**config.mk**
```make
export PLATFORM = sky130hd
export DESIGN_NAME = stream_credit_rx
export DESIGN_NICKNAME = d
export VERILOG_FILES = /design/src/rtl/stream_credit_rx_pkg.sv /design/src/rtl/stream_credit_rx_fifo.sv /design/src/rtl/stream_credit_rx.sv
export SDC_FILE = /design/constraint.sdc
export NUM_CORES = 1
export LEC_CHECK = 0
export ABC_CLOCK_PERIOD_IN_PS = 7000
export CAP_MARGIN = 20
export CORE_ASPECT_RATIO = 0.6
export CORE_MARGIN = 4
export CORE_UTILIZATION = 57
export CTS_BUF_LIST = sky130_fd_sc_hd__clkbuf_4
export CTS_CLUSTER_DIAMETER = 40
export DETAILED_ROUTE_END_ITERATION = 6
export PLACE_DENSITY = 0.79
export SLEW_MARGIN = 20
export SYNTH_ARGS = -nofsm -noshare
export SYNTH_HDL_FRONTEND = slang
export SYNTH_SLANG_ARGS = --single-unit
```
**constraint.sdc**
```tcl
create_clock -name clk -period 7 [get_ports clk]
set_input_delay 1.75 -clock clk [delete_from_list [all_inputs] [get_ports clk]]
set_output_delay 1.75 -clock clk [all_outputs]
set_load 0.005 [all_outputs]
```
**src/rtl/stream_credit_rx_pkg.sv**
```systemverilog
// Shared types and helpers for the credit-based stream receiver.
package stream_credit_pkg;

    typedef enum logic [1:0] {
        S_INIT = 2'd0,
        S_RUN  = 2'd1,
        S_RET  = 2'd2
    } state_t;

    function automatic int credit_w(input int depth);
        return $clog2(depth + 1);
    endfunction

endpackage

```
**src/rtl/stream_credit_rx_fifo.sv**
```systemverilog
// First-word fall-through FIFO: registered storage, wrapping pointers, fill count.
module stream_credit_rx_fifo #(
    parameter int C_DATA_WIDTH = 64,
    parameter int C_DEPTH      = 16,
    parameter int CW           = 5
) (
    input  logic                    clk,
    input  logic                    rst,
    input  logic                    push,
    input  logic [C_DATA_WIDTH-1:0] wr_data,
    input  logic                    pop,
    output logic [C_DATA_WIDTH-1:0] rd_data,
    output logic [CW-1:0]           occupancy,
    output logic                    full,
    output logic                    empty
);

    localparam int AW = $clog2(C_DEPTH);

    logic [C_DATA_WIDTH-1:0] mem [C_DEPTH];
    logic [AW-1:0]           wr_ptr;
    logic [AW-1:0]           rd_ptr;
    logic [CW-1:0]           count;
    logic                    push_ok;
    logic                    pop_ok;

    assign full      = (count == CW'(C_DEPTH));
    assign empty     = (count == '0);
    assign push_ok   = push && !full;
    assign pop_ok    = pop && !empty;
    assign rd_data   = mem[rd_ptr];
    assign occupancy = count;

    // Storage needs no reset: the pointers and count define what is valid.
    always_ff @(posedge clk) begin
        if (push_ok) begin
            mem[wr_ptr] <= wr_data;
        end
    end

    always_ff @(posedge clk) begin
        if (rst) begin
            wr_ptr <= '0;
            rd_ptr <= '0;
            count  <= '0;
        end else begin
            if (push_ok) begin
                wr_ptr <= wr_ptr + AW'(1);
            end
            if (pop_ok) begin
                rd_ptr <= rd_ptr + AW'(1);
            end
            count <= count + CW'(push_ok) - CW'(pop_ok);
        end
    end

endmodule

```
**src/rtl/stream_credit_rx.sv**
```systemverilog
// Credit-based stream receiver: buffers beats and returns freed slots as batched credits.
module stream_credit_rx
    import stream_credit_pkg::*;
#(
    parameter int  C_DATA_WIDTH = 64,
    parameter int  C_DEPTH      = 16,
    parameter int  C_BATCH      = 4,
    parameter int  C_TIMEOUT    = 8,
    localparam int CW           = credit_w(C_DEPTH)
) (
    input  logic                    clk,
    input  logic                    rst,
    input  logic                    in_valid,
    input  logic [C_DATA_WIDTH-1:0] in_data,
    output logic                    out_valid,
    output logic [C_DATA_WIDTH-1:0] out_data,
    input  logic                    out_ready,
    output logic                    cr_valid,
    output logic [CW-1:0]           cr_count,
    input  logic                    cr_ack,
    output logic [CW-1:0]           occupancy,
    output logic                    overflow_err
);

    localparam int TW = $clog2(C_TIMEOUT + 1);

    state_t        state_q;
    state_t        state_d;
    logic [CW-1:0] pending_r;
    logic [CW-1:0] cr_count_r;
    logic [TW-1:0] idle_cnt;
    logic          overflow_r;
    logic          launch;
    logic          ret_ack;
    logic          pop;
    logic          full;
    logic          empty;
    logic [CW-1:0] fifo_occ;

    stream_credit_rx_fifo #(
        .C_DATA_WIDTH (C_DATA_WIDTH),
        .C_DEPTH      (C_DEPTH),
        .CW           (CW)
    ) u_fifo (
        .clk       (clk),
        .rst       (rst),
        .push      (in_valid),
        .wr_data   (in_data),
        .pop       (pop),
        .rd_data   (out_data),
        .occupancy (fifo_occ),
        .full      (full),
        .empty     (empty)
    );

    assign out_valid    = !empty && !rst;
    assign pop          = out_valid && out_ready;
    assign occupancy    = rst ? '0 : fifo_occ;
    assign overflow_err = overflow_r && !rst;
    // The initial grant is not drawn from pending_r; only an acked return is.
    assign ret_ack      = (state_q == S_RET) && cr_ack;

    always_comb begin
        state_d  = state_q;
        launch   = 1'b0;
        cr_valid = 1'b0;
        cr_count = cr_count_r;
        case (state_q)
            S_INIT: begin
                cr_valid = !rst;
                cr_count = CW'(C_DEPTH);
                if (cr_ack) begin
                    state_d = S_RUN;
                end
            end
            S_RUN: begin
                if ((pending_r >= CW'(C_BATCH)) ||
                    ((pending_r != '0) && (idle_cnt == TW'(C_TIMEOUT)))) begin
                    launch  = 1'b1;
                    state_d = S_RET;
                end
            end
            S_RET: begin
                cr_valid = !rst;
                if (cr_ack) begin
                    state_d = S_RUN;
                end
            end
            default: state_d = S_INIT;
        endcase
    end

    always_ff @(posedge clk) begin
        if (rst) begin
            state_q    <= S_INIT;
            pending_r  <= '0;
            cr_count_r <= '0;
            idle_cnt   <= '0;
            overflow_r <= 1'b0;
        end else begin
            state_q <= state_d;
            if (launch) begin
                cr_count_r <= pending_r;
            end
            pending_r <= pending_r + CW'(pop) - (ret_ack ? cr_count_r : CW'(0));
            if (pop || (pending_r == '0) || (state_q != S_RUN)) begin
                idle_cnt <= '0;
            end else if (idle_cnt != TW'(C_TIMEOUT)) begin
                idle_cnt <= idle_cnt + TW'(1);
            end
            if (in_valid && full) begin
                overflow_r <= 1'b1;
            end
        end
    end

endmodule
```
Word-level counts from Yosys, hierarchy flattened

Memories as Yosys holds them, arrays and structs flattened. A register that Yosys moved wholly into a read port is not among the register bits.
Index checks and enable logic that the tools add are counted.

RAM bits: 1024
Memories kept: 1
Output and inout port bits: 77
Bits in registers: 30

Memories:

| memory     | depth | bits a word | read ports | clocked after Yosys merged registers in | write ports | line                        | text |
|---|---|---|---|---|---|---|---|
| u_fifo.mem | 16    | 64          | 1          | 1                                       | 1           | stream_credit_rx_fifo.sv:20 | `logic [C_DATA_WIDTH-1:0] mem [C_DEPTH];` |

Magnitude comparators: 1
Reductions and logical operators: 21
Equality and inequality tests: 8
Add/subtract/negate cells: 7
Multiplexer cells: 13

Operators by type and width:

| kind                | count |
|---|---|
| $mux 5              | 3 |
| $add 4x1->4 const B | 3 |
| $add 5x1->5         | 2 |
| $logic_not 5->1     | 2 |
| $logic_and 1x1->1   | 8 |
| $mux 4              | 2 |
| $eq 5x5->1 const B  | 1 |
| $ge 5x3->1 const B  | 1 |
| $mux 1              | 5 |
| $reduce_bool 5->1   | 1 |
| $sub 5x1->5         | 1 |
| $sub 5x5->5         | 1 |
| $eq 4x4->1 const B  | 1 |
| $mux 2              | 2 |
| $ne 2x1->1 const B  | 2 |
| $ne 4x4->1 const B  | 1 |
| $pmux 2 s2          | 1 |
| $reduce_or 2->1     | 2 |
| $logic_not 1->1     | 3 |
| $logic_or 1x1->1    | 3 |
| $eq 2x1->1 const B  | 1 |
| $eq 2x2->1 const B  | 1 |
| $logic_not 2->1     | 1 |
| $ne 2x2->1 const B  | 1 |
| $reduce_and 2->1    | 1 |

Longest topological paths before layout

Depth in word-level cells: 7
Mapped depth: 14

Cells and area by module

From an unflattened synthesis, not the netlist that was laid out.

Cells, all modules: 1790
Area total of the unflattened synthesis: 40138.5 sq um

Modules (own cells, without submodules):

| module                | cells each | seq. area each (sq um) | instances | area an instance (sq um) |
|---|---|---|---|---|
| stream_credit_rx_fifo | 1668       | 31089.8                | 1         | 39113.8 |
| stream_credit_rx      | 122        | 340.3                  | 1         | 1024.7 |

Worst setup path before layout

OpenSTA, ideal clock, no wires.

Path type: input to register
From: input port in_valid
To: memory u_fifo.mem[0][0], enable pin
Setup time: 0.565 ns
Arrival time: 6.540 ns
Stages on the path: 4
Path buffers: 1
Required time: 6.435 ns
Path slack: -0.105 ns
Path through: and2_1 clkbuf_1 nand2_1 nor3_1

Word-level cells in the longest chain between the ends: 3

RTL lines:

| item                         | line                        | text |
|---|---|---|
| start: declaration           | stream_credit_rx.sv:13      | `input logic in_valid,` |
| $logic_and 1x1->1            | stream_credit_rx_fifo.sv:29 | `assign push_ok = push && !full;` |
| via u_fifo.push_ok           | stream_credit_rx_fifo.sv:24 | `logic push_ok;` |
| $mux 1                       | stream_credit_rx_fifo.sv:36 | `if (push_ok) begin` |
| $mux 1 (implied by the code) | stream_credit_rx_fifo.sv:37 | `mem[wr_ptr] <= wr_data;` |
| end: declaration             | stream_credit_rx_fifo.sv:20 |  |

The timed path passes the listed nets, and every way through them passes these cells.

==> Implementation_results.wiki <==
{| class="wikitable"
! Metric !! Value
|-
| Result of the run || complete, no violations
|-
| Count of filler cells inserted in the layout || 4380
|-
| Total nets after synthesis || 1872
|-
| Path type of the worst min-delay path || register to register
|-
| Root Buffer Master || clkbuf_4
|-
| Number of antenna violations at the first check in global routing || 8
|-
| Number of enable flip-flop cells after synthesis || 1024
|-
| Vias in the first global route || 20800
|-
| Post-synth design cell area || 40100 sq um
|-
| Routed WL per cell || 27.1 um
|-
| Cell types with the largest area share after synthesis || edfxtp_1 77%, mux4_2 14%, a22oi_1 2.4%
|-
| Final non-filler cell total || 3206
|-
| Dominant register cell in the synthesized netlist || edfxtp_1
|-
| Share of flip-flops with an asynchronous set or reset after synthesis || 0%
|-
| Number of DRC violations after detailed routing || 0
|-
| Overall global routing resource usage || 24.0%
|-
| Fmax || 176 MHz
|-
| Final Critical Period || 5670 ps
|-
| Met1 Resource Use GR || 33.9%
|-
| Overall via count from detail_route || 19800
|-
| Cells after Synth || 1781
|-
| Post_cts resized || 0
|-
| Largest net degree at the start of global routing || 79
|-
| Maximum fanout count along the critical path || 43
|-
| TritonCTS buffer count || 225
|-
| Wire length of the first global-routing pass || 130 mm
|-
| Setup TNS Final || 0 ps
|-
| Antenna Nets Post-Route || 0
|-
| Net count reported at finish || 2201
|-
| Yosys top cell by area || edfxtp_1
|-
| Peak ir drop on the vdd network || 229 uV
|-
| Slack of the worst reg-to-reg path || 3880 ps
|-
| Number of detailed-route iterations in the first pass || 5
|-
| CTS clk-pin slew, worst paths || 70 ps
|-
| Most common cell in the synthesized netlist || edfxtp_1
|-
| Initial core utilization || 58.2%
|-
| Area of the core || 68900 sq um
|-
| CTS hold repair buffers || 0
|-
| Unrepaired setup endpoints after global routing || false
|-
| Final setup violation count || 0
|-
| Synth cell types || 40
|-
| Share of the synthesized area in the top cell type || 76.7%
|-
| DRC marker count from the first detailed-route iteration || 2433
|-
| Most common library cells after synthesis || 1024 x edfxtp_1, 256 x mux4_2, 128 x a22oi_1
|-
| Post-placement setup slack || 1690 ps
|-
| Share of final-layout standard cells stronger than drive strength 1 || 30.5%
|-
| Overall power after layout || 14.2 mW
|-
| Leakage power figure || 14.6 nW
|-
| Total power per unit cell area || 309 nW/um^2
|-
| GR met3 Demand/Resource || 5.76%
|-
| Area enclosed by the die boundary || 74800 sq um
|-
| Max-Slew Margin vs Limit || 26.7%
|-
| Number of buffers added on ports || 145
|-
| Post-route standard cell area excluding fillers || 45900 sq um
|-
| Top-level I/O count || 146
|-
| Cell row count || 74
|-
| Worst setup margin || 1330 ps
|-
| Worst Setup End Kind || primary output
|-
| CTS tree || built
|-
| Mean area per synthesized cell || 22.5 sq um
|-
| Max-slew violation total from the final report || 0
|-
| Overflow left after global routing || 0
|-
| Clock tree sinks || 1058
|-
| Critical setup path kind || register to primary output
|-
| Maximum number of buffers from clock root to sink || 3
|-
| CP Launch Type || register
|-
| Seq/Total Area, Yosys || 78.4%
|-
| CP Data Required Time || 5250 ps
|-
| Worst EP arrival || 3920 ps
|-
| Worst skew pair latency || 990 ps
|-
| Most used routing layer in global routing || met2
|-
| Worst slew pin tran || 1100 ps
|-
| Width of the chip || 350 um
|-
| Number of flip-flops and latches in the synthesized netlist || 1058
|-
| Die span in y || 213 um
|-
| Number of hold violations in the final report || 0
|-
| Number of cells after detailed placement || 2793
|-
| Crit share post-route || 81.0%
|-
| Setup clock skew after layout || 50.9 ps
|-
| Hpwl dp || 44.2 mm
|-
| Detailed-route vias per instance || 6.18
|-
| Gpl congestion || 0.764
|-
| Met2 Resource Use GR || 38.1%
|-
| Total detailed-routing wirelength || 87.0 mm
|-
| Max-capacitance violation count || 0
|-
| Synth Warn # || 0
|-
| Post-detailed-placement cell area || 42900 sq um
|-
| Number of levels the H-tree was split into || 4
|-
| Layout overhead on the synthesized area || 14.6%
|-
| Number of setup buffers added after CTS || 0
|}
-- cell families (layout without fill, tap and decap cells) --
logic type,count (synthesis),count (layout),synth area share (%)
AO/OA/AOI/OAI,147,147,2.71
flip-flops,1058,1058,78.4
multiplexers,260,260,14.5
buffers and inverters,106,613,1.34
other,0,6,0
AND/OR/NAND/NOR,172,172,2.00
adder cells (fa/ha/maj),22,22,0.724
XOR/XNOR,16,16,0.350
-- sequential cells by signal, summed over array words and instances (netlist names), named ones only --
register,flops
u_fifo.mem,1024
cr_count_r,5
pending_r,5
u_fifo.occupancy,5
idle_cnt,4
u_fifo.rd_ptr,4
u_fifo.wr_ptr,4
state_q,2
overflow_r,1
-- area by class of cell --
| type | instances | area, sq um | area share (%) |
|---|---|---|---|
| Antenna cell | 6 | 15.0 | 0.0327 |
| Clock buffer | 346 | 2600 | 5.65 |
| Clock inverter | 59 | 404 | 0.880 |
| Inverter | 14 | 52.6 | 0.114 |
| Multi-Input combinational cell | 617 | 8270 | 18.0 |
| Sequential cell | 1058 | 31400 | 68.4 |
| Tap cell | 912 | 1140 | 2.48 |
| Timing Repair Buffer | 194 | 2020 | 4.40 |
-- stage by stage --
step,utilization (%),hold slack (ps)
final,66.7,488
after global routing,66.7,520
after CTS,66.6,489
after detailed placement,62.2,484
after global placement,62.2,469
after floorplan,-,453
-- where the power goes --
part / total, mW / switching (mW) / internal [mW]
Sequential: 7.32 / 0.142 / 7.18
Clock: 4.74 / 2.27 / 2.47
Combinational: 2.13 / 1.01 / 1.12
Total: 14.2 / 3.43 / 10.8
-- worst max-delay path, stage by stage, from the launching register on --
cell             delay [ps]
dfxtp_4                 960
buf_4                   480
mux4_2                  580
a22oi_1                 260
nand2_1                 180
clkdlybuf4s50_1         480
-- layout by cell type (no fill, tap or decap), drive strengths merged, types with 5 or more instances in the layout --
cell           instances
inv                   19
xnor2                  9
nand2                 74
a21oi                  5
edfxtp              1024
buf                   49
o21ai                  5
nand2b                12
clkdlybuf4s50        145
clkbuf               346
mux4                 256
xor2                   7
nor2b                 14
nor2                  43
ha                    20
clkinv                45
nor3                   7
dfxtp                 34
diode                  6
nand3                  6
bufinv                 6
a22oi                128
-- final timing paths --
kind                                                      from                     endpoint  cells past startpoint
worst max-delay path                                  register                  out_data[2]                      5
worst min-delay path                   pending_r[2]$_SDFF_PP0_   cr_count_r[2]$_SDFFE_PP0P_                      2
worst max register to register  u_fifo.occupancy[2]$_SDFF_PP0_  u_fifo.mem[6][57]$_DFFE_PP_                      7
worst min register to register         pending_r[2]$_SDFF_PP0_   cr_count_r[2]$_SDFFE_PP0P_                      2
-- layer usage --
layer	vias to the layer above	wire length [um]	share of wire, %
met4	6	1570	1.8
met2	1030	42800	49
li1	8318	-	-
met1	10300	34700	40
met5	-	39	0.045
met3	127	7800	9.0
(Power assumes the default switching activity.)
